**src/rtl/intr_ctrl_if.sv**
```systemverilog
// rtl/intr_ctrl_if.sv - core-side signal bundle of the interrupt front end
// The core/CSR side drives through master; intr_ctrl sits on slave.
interface intr_ctrl_if #(
  parameter int NUM_SRC = 4
);
  localparam int CW = (NUM_SRC > 1) ? $clog2(NUM_SRC) : 1;

  logic [NUM_SRC-1:0] irq_in;
  logic               csr_mie;
  logic               csr_mstatus;
  logic               pipe_drained;
  logic               mret_in;
  logic               flush_req;
  logic               int_taken;
  logic               int_ret;
  logic [CW-1:0]      int_cause;
  logic [NUM_SRC-1:0] int_pending;

  modport master (
    output irq_in, csr_mie, csr_mstatus, pipe_drained, mret_in,
    input  flush_req, int_taken, int_ret, int_cause, int_pending
  );

  modport slave (
    input  irq_in, csr_mie, csr_mstatus, pipe_drained, mret_in,
    output flush_req, int_taken, int_ret, int_cause, int_pending
  );
endinterface

```
**src/rtl/intr_ctrl.sv**
```systemverilog
// rtl/intr_ctrl.sv - OTTER interrupt front end: sync/edge detect, pending latch, drain/take/return FSM
// All outputs are registered; nothing combinational reaches the CSR unit.
module intr_ctrl #(
  parameter int NUM_SRC     = 4,
  parameter int SYNC_STAGES = 2
) (
  input  logic         clk,
  input  logic         rst,
  intr_ctrl_if.slave   bus
);
  localparam int CW = (NUM_SRC > 1) ? $clog2(NUM_SRC) : 1;

  typedef enum logic [1:0] {IDLE, DRAIN, TAKE, HANDLER} state_t;

  state_t             state_q;
  logic [NUM_SRC-1:0] sync_q [SYNC_STAGES];
  logic [NUM_SRC-1:0] prev_q;
  logic [NUM_SRC-1:0] pend_q;
  logic [NUM_SRC-1:0] edge_det;
  logic [NUM_SRC-1:0] clr_mask;
  logic [CW-1:0]      lowest;
  logic [CW-1:0]      cause_q;
  logic               flush_q;
  logic               taken_q;
  logic               ret_q;
  logic               en;

  assign en       = bus.csr_mie & bus.csr_mstatus;
  assign edge_det = sync_q[SYNC_STAGES-1] & ~prev_q;
  assign clr_mask = (state_q == TAKE) ? (NUM_SRC'(1) << cause_q) : '0;

  always_comb begin
    lowest = '0;
    for (int i = NUM_SRC - 1; i >= 0; i--) begin
      if (pend_q[i]) lowest = CW'(i);
    end
  end

  // prev resets to 0, so a line already high at reset release reads as an edge
  always_ff @(posedge clk) begin
    if (rst) begin
      for (int i = 0; i < SYNC_STAGES; i++) sync_q[i] <= '0;
      prev_q <= '0;
      pend_q <= '0;
    end else begin
      sync_q[0] <= bus.irq_in;
      for (int i = 1; i < SYNC_STAGES; i++) sync_q[i] <= sync_q[i-1];
      prev_q <= sync_q[SYNC_STAGES-1];
      pend_q <= (pend_q & ~clr_mask) | edge_det;
    end
  end

  always_ff @(posedge clk) begin
    if (rst) begin
      state_q <= IDLE;
      flush_q <= 1'b0;
      taken_q <= 1'b0;
      ret_q   <= 1'b0;
      cause_q <= '0;
    end else begin
      taken_q <= 1'b0;
      ret_q   <= 1'b0;
      case (state_q)
        IDLE: begin
          flush_q <= 1'b0;
          if (en && (|pend_q)) begin
            state_q <= DRAIN;
            flush_q <= 1'b1;
          end
        end
        DRAIN: begin
          if (!en) begin
            state_q <= IDLE;
            flush_q <= 1'b0;
          end else if (bus.pipe_drained) begin
            state_q <= TAKE;
            taken_q <= 1'b1;
            cause_q <= lowest;
          end
        end
        TAKE: begin
          state_q <= HANDLER;
          flush_q <= 1'b0;
        end
        HANDLER: begin
          if (bus.mret_in) begin
            state_q <= IDLE;
            ret_q   <= 1'b1;
          end
        end
        default: begin
          state_q <= IDLE;
          flush_q <= 1'b0;
        end
      endcase
    end
  end

  assign bus.flush_req   = flush_q;
  assign bus.int_taken   = taken_q;
  assign bus.int_ret     = ret_q;
  assign bus.int_cause   = cause_q;
  assign bus.int_pending = pend_q;
endmodule

```
**src/flat_wrapper.sv**
```systemverilog
// flat-port wrapper written by rule: the top's interface ports become plain ports
module intr_ctrl_flat 
#(
  parameter int NUM_SRC     = 4,
  parameter int SYNC_STAGES = 2
)
  (clk, rst, bus_irq_in, bus_csr_mie, bus_csr_mstatus, bus_pipe_drained, bus_mret_in, bus_flush_req, bus_int_taken, bus_int_ret, bus_int_cause, bus_int_pending);
  intr_ctrl_if #(.NUM_SRC(NUM_SRC)) bus_i ();
  input  logic clk;
  input  logic rst;
  input wire logic [$bits(bus_i.irq_in)-1:0] bus_irq_in;
  input wire logic [$bits(bus_i.csr_mie)-1:0] bus_csr_mie;
  input wire logic [$bits(bus_i.csr_mstatus)-1:0] bus_csr_mstatus;
  input wire logic [$bits(bus_i.pipe_drained)-1:0] bus_pipe_drained;
  input wire logic [$bits(bus_i.mret_in)-1:0] bus_mret_in;
  output wire logic [$bits(bus_i.flush_req)-1:0] bus_flush_req;
  output wire logic [$bits(bus_i.int_taken)-1:0] bus_int_taken;
  output wire logic [$bits(bus_i.int_ret)-1:0] bus_int_ret;
  output wire logic [$bits(bus_i.int_cause)-1:0] bus_int_cause;
  output wire logic [$bits(bus_i.int_pending)-1:0] bus_int_pending;
  assign bus_i.irq_in = bus_irq_in;
  assign bus_i.csr_mie = bus_csr_mie;
  assign bus_i.csr_mstatus = bus_csr_mstatus;
  assign bus_i.pipe_drained = bus_pipe_drained;
  assign bus_i.mret_in = bus_mret_in;
  assign bus_flush_req = bus_i.flush_req;
  assign bus_int_taken = bus_i.int_taken;
  assign bus_int_ret = bus_i.int_ret;
  assign bus_int_cause = bus_i.int_cause;
  assign bus_int_pending = bus_i.int_pending;
  intr_ctrl #(.NUM_SRC(NUM_SRC), .SYNC_STAGES(SYNC_STAGES)) u_core (.clk(clk), .rst(rst), .bus(bus_i));
endmodule
```
**config.mk**
```make
export PLATFORM = sky130hd
export DESIGN_NAME = intr_ctrl_flat
export DESIGN_NICKNAME = d
export VERILOG_FILES = /design/src/rtl/intr_ctrl_if.sv /design/src/rtl/intr_ctrl.sv /design/src/flat_wrapper.sv
export SDC_FILE = /design/constraint.sdc
export NUM_CORES = 1
export LEC_CHECK = 0
export BUFFER_PORTS_ARGS = -buffer_cell sky130_fd_sc_hd__buf_2
export CAP_MARGIN = 30
export CORE_MARGIN = 10
export CORE_UTILIZATION = 39
export DETAILED_ROUTE_END_ITERATION = 6
export GPL_TIMING_DRIVEN = 0
export PLACE_DENSITY_LB_ADDON = 0.05
export REMOVE_ABC_BUFFERS = 1
export SYNTH_ARGS = -nofsm -noshare
export SYNTH_HDL_FRONTEND = slang
export SYNTH_SLANG_ARGS = --single-unit
```
**constraint.sdc**
```tcl
create_clock -name clk -period 1.3 [get_ports clk]
set_input_delay 0.195 -clock clk [delete_from_list [all_inputs] [get_ports clk]]
set_output_delay 0.195 -clock clk [all_outputs]
set_load 0.03 [all_outputs]
```
Word level (Yosys, flattened, before mapping)
Memories as Yosys holds them, arrays and structs flattened.
Index checks and enable logic that the tools add are counted.
{"block": "op_classes", "n_reduce_logical": 9, "mux": 20, "n_bitwise": 11, "n_shift": 1, "eq_ne": 7}
{"op": "2-bit 2-to-1 mux", "count": 8}
{"op": "4-bit 2-to-1 mux", "count": 3}
{"op": "4-bit AND", "count": 2}
{"op": "4-bit inverter", "count": 2}
{"op": "2-bit one-hot mux with 4 select lines", "count": 1}
{"op": "1-bit 2-to-1 mux", "count": 7}
{"op": "3-bit AND reduction", "count": 2}
{"op": "2-bit == test (second input constant)", "count": 2}
{"op": "2-bit != test (second input constant)", "count": 2}
{"op": "4-bit OR", "count": 1}
{"op": "4-bit OR reduction", "count": 1}
{"op": "1-bit by 2-bit left shift with 4-bit output (first input constant)", "count": 1}
{"op": "3-bit != test (second input constant)", "count": 1}
{"op": "1-bit inverter", "count": 3}
{"op": "1-bit one-hot mux with 3 select lines", "count": 1}
{"op": "3-bit nonzero test", "count": 1}
{"op": "3-bit OR reduction", "count": 1}
{"op": "2-bit by 1-bit == test with 1-bit output (second input constant)", "count": 1}
{"op": "2-bit logical NOT", "count": 1}
{"op": "2-bit by 1-bit != test with 1-bit output (second input constant)", "count": 1}
{"op": "1-bit OR", "count": 2}
{"op": "2-bit AND reduction", "count": 1}
{"op": "2-bit OR reduction", "count": 1}
{"op": "1-bit AND", "count": 1}
{"op": "1-bit logical AND", "count": 1}
{"block": "word_totals", "ramBits": 8, "inputBits": 10, "reg_bits": 15, "mem_count": 1, "output_inout_bits": 9, "wordCells": 56}
{"name": "u_core.sync_q", "depth": 2, "width": 4, "read_ports": 2, "rd_clocked_by_memory_dff": 0, "write_ports": 2, "line": "intr_ctrl.sv:16", "source": "logic [NUM_SRC-1:0] sync_q [SYNC_STAGES];"}

Depth between registers and ports, before layout
Gate-level depths: netlist (run 1).
{"block": "logic_depth", "word_depth": 5, "ltp_mapped": 6, "ltp_nobuf": 6}

Worst setup path before layout (run 1)
No wires, ideal clock.
{"block": "synth_timing", "kind": "register to register", "startpoint": "register with a tool-made name", "endpoint": "register u_core.cause_q[1] (netlist: u_core.bus.int_cause[1])", "arrival_ns": 1.385, "n_path_buf": 0, "synth_period_minus_slack_ns": 1.456, "setup_slack_ns": -0.156, "stages_incl_launch_ff": 7, "setup_ns": 0.071, "required_time_ns": 1.229, "cell_sequence": "dfxtp_1 > inv_1 > ha_1 > and3_4 > nand2_4 > or4_1 > a21oi_1"}
{"element": "to (signal assigned)", "line": "intr_ctrl.sv:78", "source": "cause_q <= lowest;"}
{"element": "to (decl)", "line": "intr_ctrl.sv:22", "source": "logic [CW-1:0] cause_q;"}

==> qor.yml, run 1 <==
yosys.cell_count.top_type: "dfxtp_1"
rrSetupSlack_ps: -80
peakVddDrop_uv: 704
synth_top_area_frac: 0.525
num_vias: 698
gp_congestion: 0.668
dpl-instance-area_um2: 995
cts_sinks: 23
first_pass_iters: 4
cts_tree: "yes"
grt_overflow: 0
die_y_um: 67.4
drc: 0
core-area_mm2: 0.00217
crit_path_max_fanout: 4
fin_ws_ps: -79.7
status: "finished, violations left"
htree_levels: 1
leakage_nw: 0.493
ys_warn_count: 0
critical_path_required_ps: 1540
slew_headroom: 0.703
die_area_mm2: 0.00455
fin_nets: 133
synth_cell_type_count: 23
setup_viol_count_final: 3
power_density_mw_per_mm2: 1120
io_buffers: 18
critical_path_arrival_ps: 1620
finish.utilization: 0.535
synth_area_um2: 877
root_buffer: "clkbuf_4"
tightest_slew_ps: 446
hold_class: "primary input to flip-flop"
fillerInstances: 224
cap_viol_max_count: 0
wl_mm: 1.93
cts_buffers: 3
hold_viol: 0
rsz0062_at_grt: "true"
drtIter0Drc: 57
rows: 17
antenna_cells: 0
grt_max_degree: 25
fmax_mhz: 725
synth_area_leaders: "dfxtp_1 52%, nor2b_1 10%, ha_1 7.1%"
drv_slew: 0
synth_top_area_cell: "dfxtp_1"
ys.flop_type: "dfxtp_1"
avgSynthCellArea_um2: 9.75
synth_seq_cells: 23
final_area_mm2: 0.00116
drive_gt1_frac: 0.376
viasPerCell: 4.81
grt_usage: 0.0907
synth_edf_count: 0
grt_pass1_wl_mm: 3.17
violations: "setup timing"
end_kind: "flip-flop"
grt_pass1_vias: 753
antenna_found_initial: 0
synthToLayoutAreaGrowth_pct: 32.4
antenna_left: 0
initial_core_util: 0.404
skew_ps: 3.03
netlist_instances: 90
wl_per_cell_um: 13.3
start_kind: "flip-flop"
path_clk_slew_ps: 120
finalCritPeriodShare: 1.06
clk_path_buf_depth: 2
critPathKind: "flip-flop to flip-flop"
hold_ws_ps: 91.0
ys_seq_area_frac: 0.525
synthArstFlopShare: 0
dp_hpwl_mm: 1.21
die_w_um: 67.4
io_pins: 19
insertion_delay_ps: 300
fin_crit_ps: 1380
fin_setup_tns_ps: -162
yosys-top-cells-count: "23 x dfxtp_1, 14 x nor2b_1, 9 x nor2_1"
## where the power goes
group          switching (mW)  total [mW]  leakage [nW]  internal [mW]
sequential             0.0276       0.765         0.189          0.738
combinational           0.113       0.209         0.289         0.0967
clock                   0.204       0.323        0.0150          0.120
total                   0.344        1.30         0.493          0.954
## layout make-up
| cell class | instances | area (um^2) | share of cell area |
|---|---|---|---|
| clock buffer | 4 | 26.3 | 0.0226 |
| inverter | 4 | 17.5 | 0.0151 |
| multi-input combinational | 61 | 467 | 0.402 |
| sequential | 23 | 465 | 0.401 |
| tap | 28 | 35.0 | 0.0302 |
| timing repair buffer | 25 | 150 | 0.129 |
## through the flow
step | cells | power (mW) | setup WS (ps)
CTS | 143 | 1.27 | -61.1
global route | 145 | 1.38 | -142
floorplan | 88 | 0.867 | -155
global placement | 134 | 0.919 | -255
finish | 145 | 1.30 | -79.7
detailed placement | 134 | 0.921 | -266
## final timing paths
| kind | end | cells after the start | start |
|---|---|---|---|
| max reg2reg | u_core.bus.int_cause[1] | 6 | flip-flop |
| min reg2reg | u_core.sync_q[0][5] | 1 | u_core.sync_q[0][1] |
| max | u_core.bus.int_cause[1] | 6 | flip-flop |
| min | u_core.sync_q[0][0] | 2 | bus_irq_in[0] |
## critical path, stage by stage, from the launching register on
cell	delay [ps]
dfxtp_2	350
inv_2	70
ha_4	130
and3_4	190
nand2_4	60
or4_1	400
a21oi_1	130
## flip-flops by register name (all words and copies together) (netlist names), named ones only
register and count:
u_core.state_q 1, u_core.bus.int_cause 2, u_core.bus.int_ret 1, u_core.sync_q 8, u_core.prev_q 4, u_core.bus.flush_req 1, u_core.bus.int_taken 1, u_core.bus.int_pending 4
## layout by cell type (no fill, tap or decap), types with 2 or more instances in the layout
cell type   n
a21oi_1     7
a311oi_1    2
buf_2      18
buf_4       5
buf_6       2
clkbuf_4    3
dfxtp_1    21
ha_4        3
inv_1       2
nand2_1     5
nand2b_1    3
nand3_1     2
nor2_1      9
nor2b_1    14
o21ai_1     2
## timing repair
item	4_1_cts	5_1_grt
pin swaps	6	4
endpoints found under the setup margin	5	9
hold endpoints to repair	0	0
hold buffers	0	0
gates resized for setup	11	11
setup buffers	5	2
## layer usage
metal | global-route usage | up-vias | routed length (um)
li1 | - | 355 | -
met4 | 0.0462 | 0 | 26
met2 | 0.160 | 16 | 990
met1 | 0.0913 | 323 | 781
met5 | 0 | - | 0
met3 | 0.0347 | 4 | 133
## logic make-up after synthesis
logic type,synth area share
buffers and inverters,0.0257
multiplexers,0.0114
AND/OR/NAND/NOR,0.262
adder cells (fa/ha/maj),0.0713
flip-flops,0.525
AO/OA/AOI/OAI,0.104
Power figures use the tool's default switching activity.
==> run 2, diff against run 1 <==
--- a/config.mk
+++ b/config.mk
@@ -13,6 +13,7 @@
 export GPL_TIMING_DRIVEN = 0
 export PLACE_DENSITY_LB_ADDON = 0.05
 export REMOVE_ABC_BUFFERS = 1
+export SETUP_SLACK_MARGIN = 0.3
 export SYNTH_ARGS = -nofsm -noshare
 export SYNTH_HDL_FRONTEND = slang
 export SYNTH_SLANG_ARGS = --single-unit
==> qor.yml, run 2 (synthesized netlist as in run 1, its figures left out) <==
cts_buffers: 3  # unchanged
finish.utilization: 0.584  # +0.0484
grt_overflow: 0  # unchanged
final_cell_mix: "14 x nor2b_1, 13 x dfxtp_1, 10 x buf_2, 10 x buf_4"
finalCritPeriodShare: 1.06  # -0.00131
hold_buffers: 0  # unchanged
p_clk_frac: 0.244  # -0.005
end_kind: "flip-flop"
status: "finished, violations left"
critical_path_required_ps: 1550  # about the same
rsz0062_at_grt: "true"
skew_ps: 2.11  # -0.921 ps
largest_reg_flops: 8  # unchanged
hold_class: "primary input to flip-flop"
setup_viol_count_final: 4  # +1
grt_pass1_vias: 774  # +2.8%
drtIter0Drc: 34  # -40%
initial_core_util: 0.404  # unchanged
rows: 17  # unchanged
critPathKind: "flip-flop to flip-flop"
hold_viol: 0  # unchanged
insertion_delay_ps: 300  # about the same
num_vias: 735  # +5.3%
layout_commonest_cell: "nor2b_1"
first_pass_iters: 2  # -2
leakage_nw: 0.526  # +6.6%
grt_max_degree: 25  # unchanged
pwr-share-comb: 0.180  # +0.019
max_flop_register: "u_core.sync_q"
die_w_um: 67.4  # unchanged
wl_mm: 2.01  # +4.2%
power_density_mw_per_mm2: 1050  # -6.2%
path_clk_slew_ps: 120  # about the same
critical_path_arrival_ps: 1630  # about the same
wl_per_cell_um: 13.5  # +1.4%
drv_slew: 0  # unchanged
violations: "setup timing"
clk_path_buf_depth: 2  # unchanged
dp_hpwl_mm: 1.21  # unchanged
internal-power_mw: 0.972  # +1.9%
worstHoldStart: "bus_irq_in[0]"
fmax_mhz: 726  # +0.12%
antenna_cells: 0  # unchanged
htree_levels: 1  # unchanged
drc: 0  # unchanged
crit_path_max_fanout: 3  # -1
antenna_found_initial: 0  # unchanged
die_area_mm2: 0.00455  # unchanged
fin_nets: 137  # +3.0%
root_buffer: "clkbuf_4"
fin_crit_ps: 1380  # -1.70 ps
fin_ws_ps: -78.0  # +1.70 ps
slew_headroom: 0.701  # -0.00188
gp_congestion: 0.668  # unchanged
grt_pass1_wl_mm: 3.35  # +5.6%
seqPwrFrac: 0.576  # -0.014
core-area_mm2: 0.00217  # unchanged
cts_sinks: 23  # unchanged
synthToLayoutAreaGrowth_pct: 44.4
grt_usage: 0.0954  # +0.00477
viasPerCell: 4.93  # +2.5%
die_y_um: 67.4  # unchanged
tightest_slew_ps: 449  # +2.81 ps
peakVddDrop_uv: 610  # -13%
cts_tree: "yes"
power_switching_mw: 0.355  # +3.3%
antenna_left: 0  # unchanged
p_sw_frac: 0.268  # +0.00262
io_pins: 19  # unchanged
cap_viol_max_count: 0  # unchanged
power_mw: 1.33  # +2.3%
io_buffers: 18  # unchanged
start_kind: "flip-flop"
drive_gt1_frac: 0.479  # +0.103
-- run 2: cell types whose count changed in the layout (fill, tap and decap cells not counted), moves of 3 or more --
cell     previous run  this run
dfxtp_4             1         4
buf_4               5        10
buf_2              18        10
dfxtp_1            21        13
dfxtp_2             1         6
buf_6               2         9
-- run 2: cell type report --
type                    count  area, um^2
inverters                   4        22.5
fillers                   209         903
repair buffers             29         226
multi-input cells          61         473
clock buffers               4        26.3
well taps                  28        35.0
flip-flops and latches     23         483
-- run 2: final timing paths --
kind                              end  slack, ps  cells after the start
setup / recovery            flip-flop        -80                      6
hold / removal    u_core.sync_q[0][0]         90                      2
hold reg to reg   u_core.sync_q[0][4]        460                      1
setup reg to reg            flip-flop        -80                      6
-- run 2: critical path, cell delays in order, from the launching register on --
cell and delay, ps:
dfxtp_2 350, inv_2 70, ha_4 130, nand3_1 120, a2bb2oi_2 210, a311oi_1 300, a41o_1 150
-- run 2: timing repair --
action	in CTS	in global routing
pin swaps	11	9
setup endpoints to repair	19	19
gates resized for setup	41	12
cloned	0	0
buffers inserted	9	2
-- run 2: power groups by stage --
| stage | Combinational [mW] | Clock (mW) | Sequential (mW) |
|---|---|---|---|
| finish | 0.239 | 0.324 | 0.764 |
| floorplan | 0.0795 | 0 | 0.788 |
| global placement | 0.144 | 0 | 0.775 |
| global route | 0.259 | 0.376 | 0.769 |
| CTS | 0.208 | 0.332 | 0.762 |
| detailed placement | 0.146 | 0 | 0.775 |
-- run 2: routing by layer --
| layer | track usage | vias up | wire length (um) |
|---|---|---|---|
| met4 | 0.0462 | 0 | 25 |
| met2 | 0.169 | 14 | 1010 |
| met1 | 0.0972 | 354 | 852 |
| li1 | - | 363 | - |
| met5 | 0 | - | 0 |
| met3 | 0.0347 | 4 | 125 |
-- run 2: stage by stage --
stage / hold WS [ps] / area, um^2 / std cells / setup WS (ps) / TNS (ps)
detailed placement: 413 / 995 / 134 / -266 / -889
CTS: 89.2 / 1220 / 147 / -60.0 / -60.0
global placement: 406 / 995 / 134 / -255 / -806
finish: 90.4 / 1270 / 149 / -78.0 / -202
global route: 91.9 / 1270 / 149 / -138 / -439
floorplan: 264 / 870 / 88 / -155 / -280
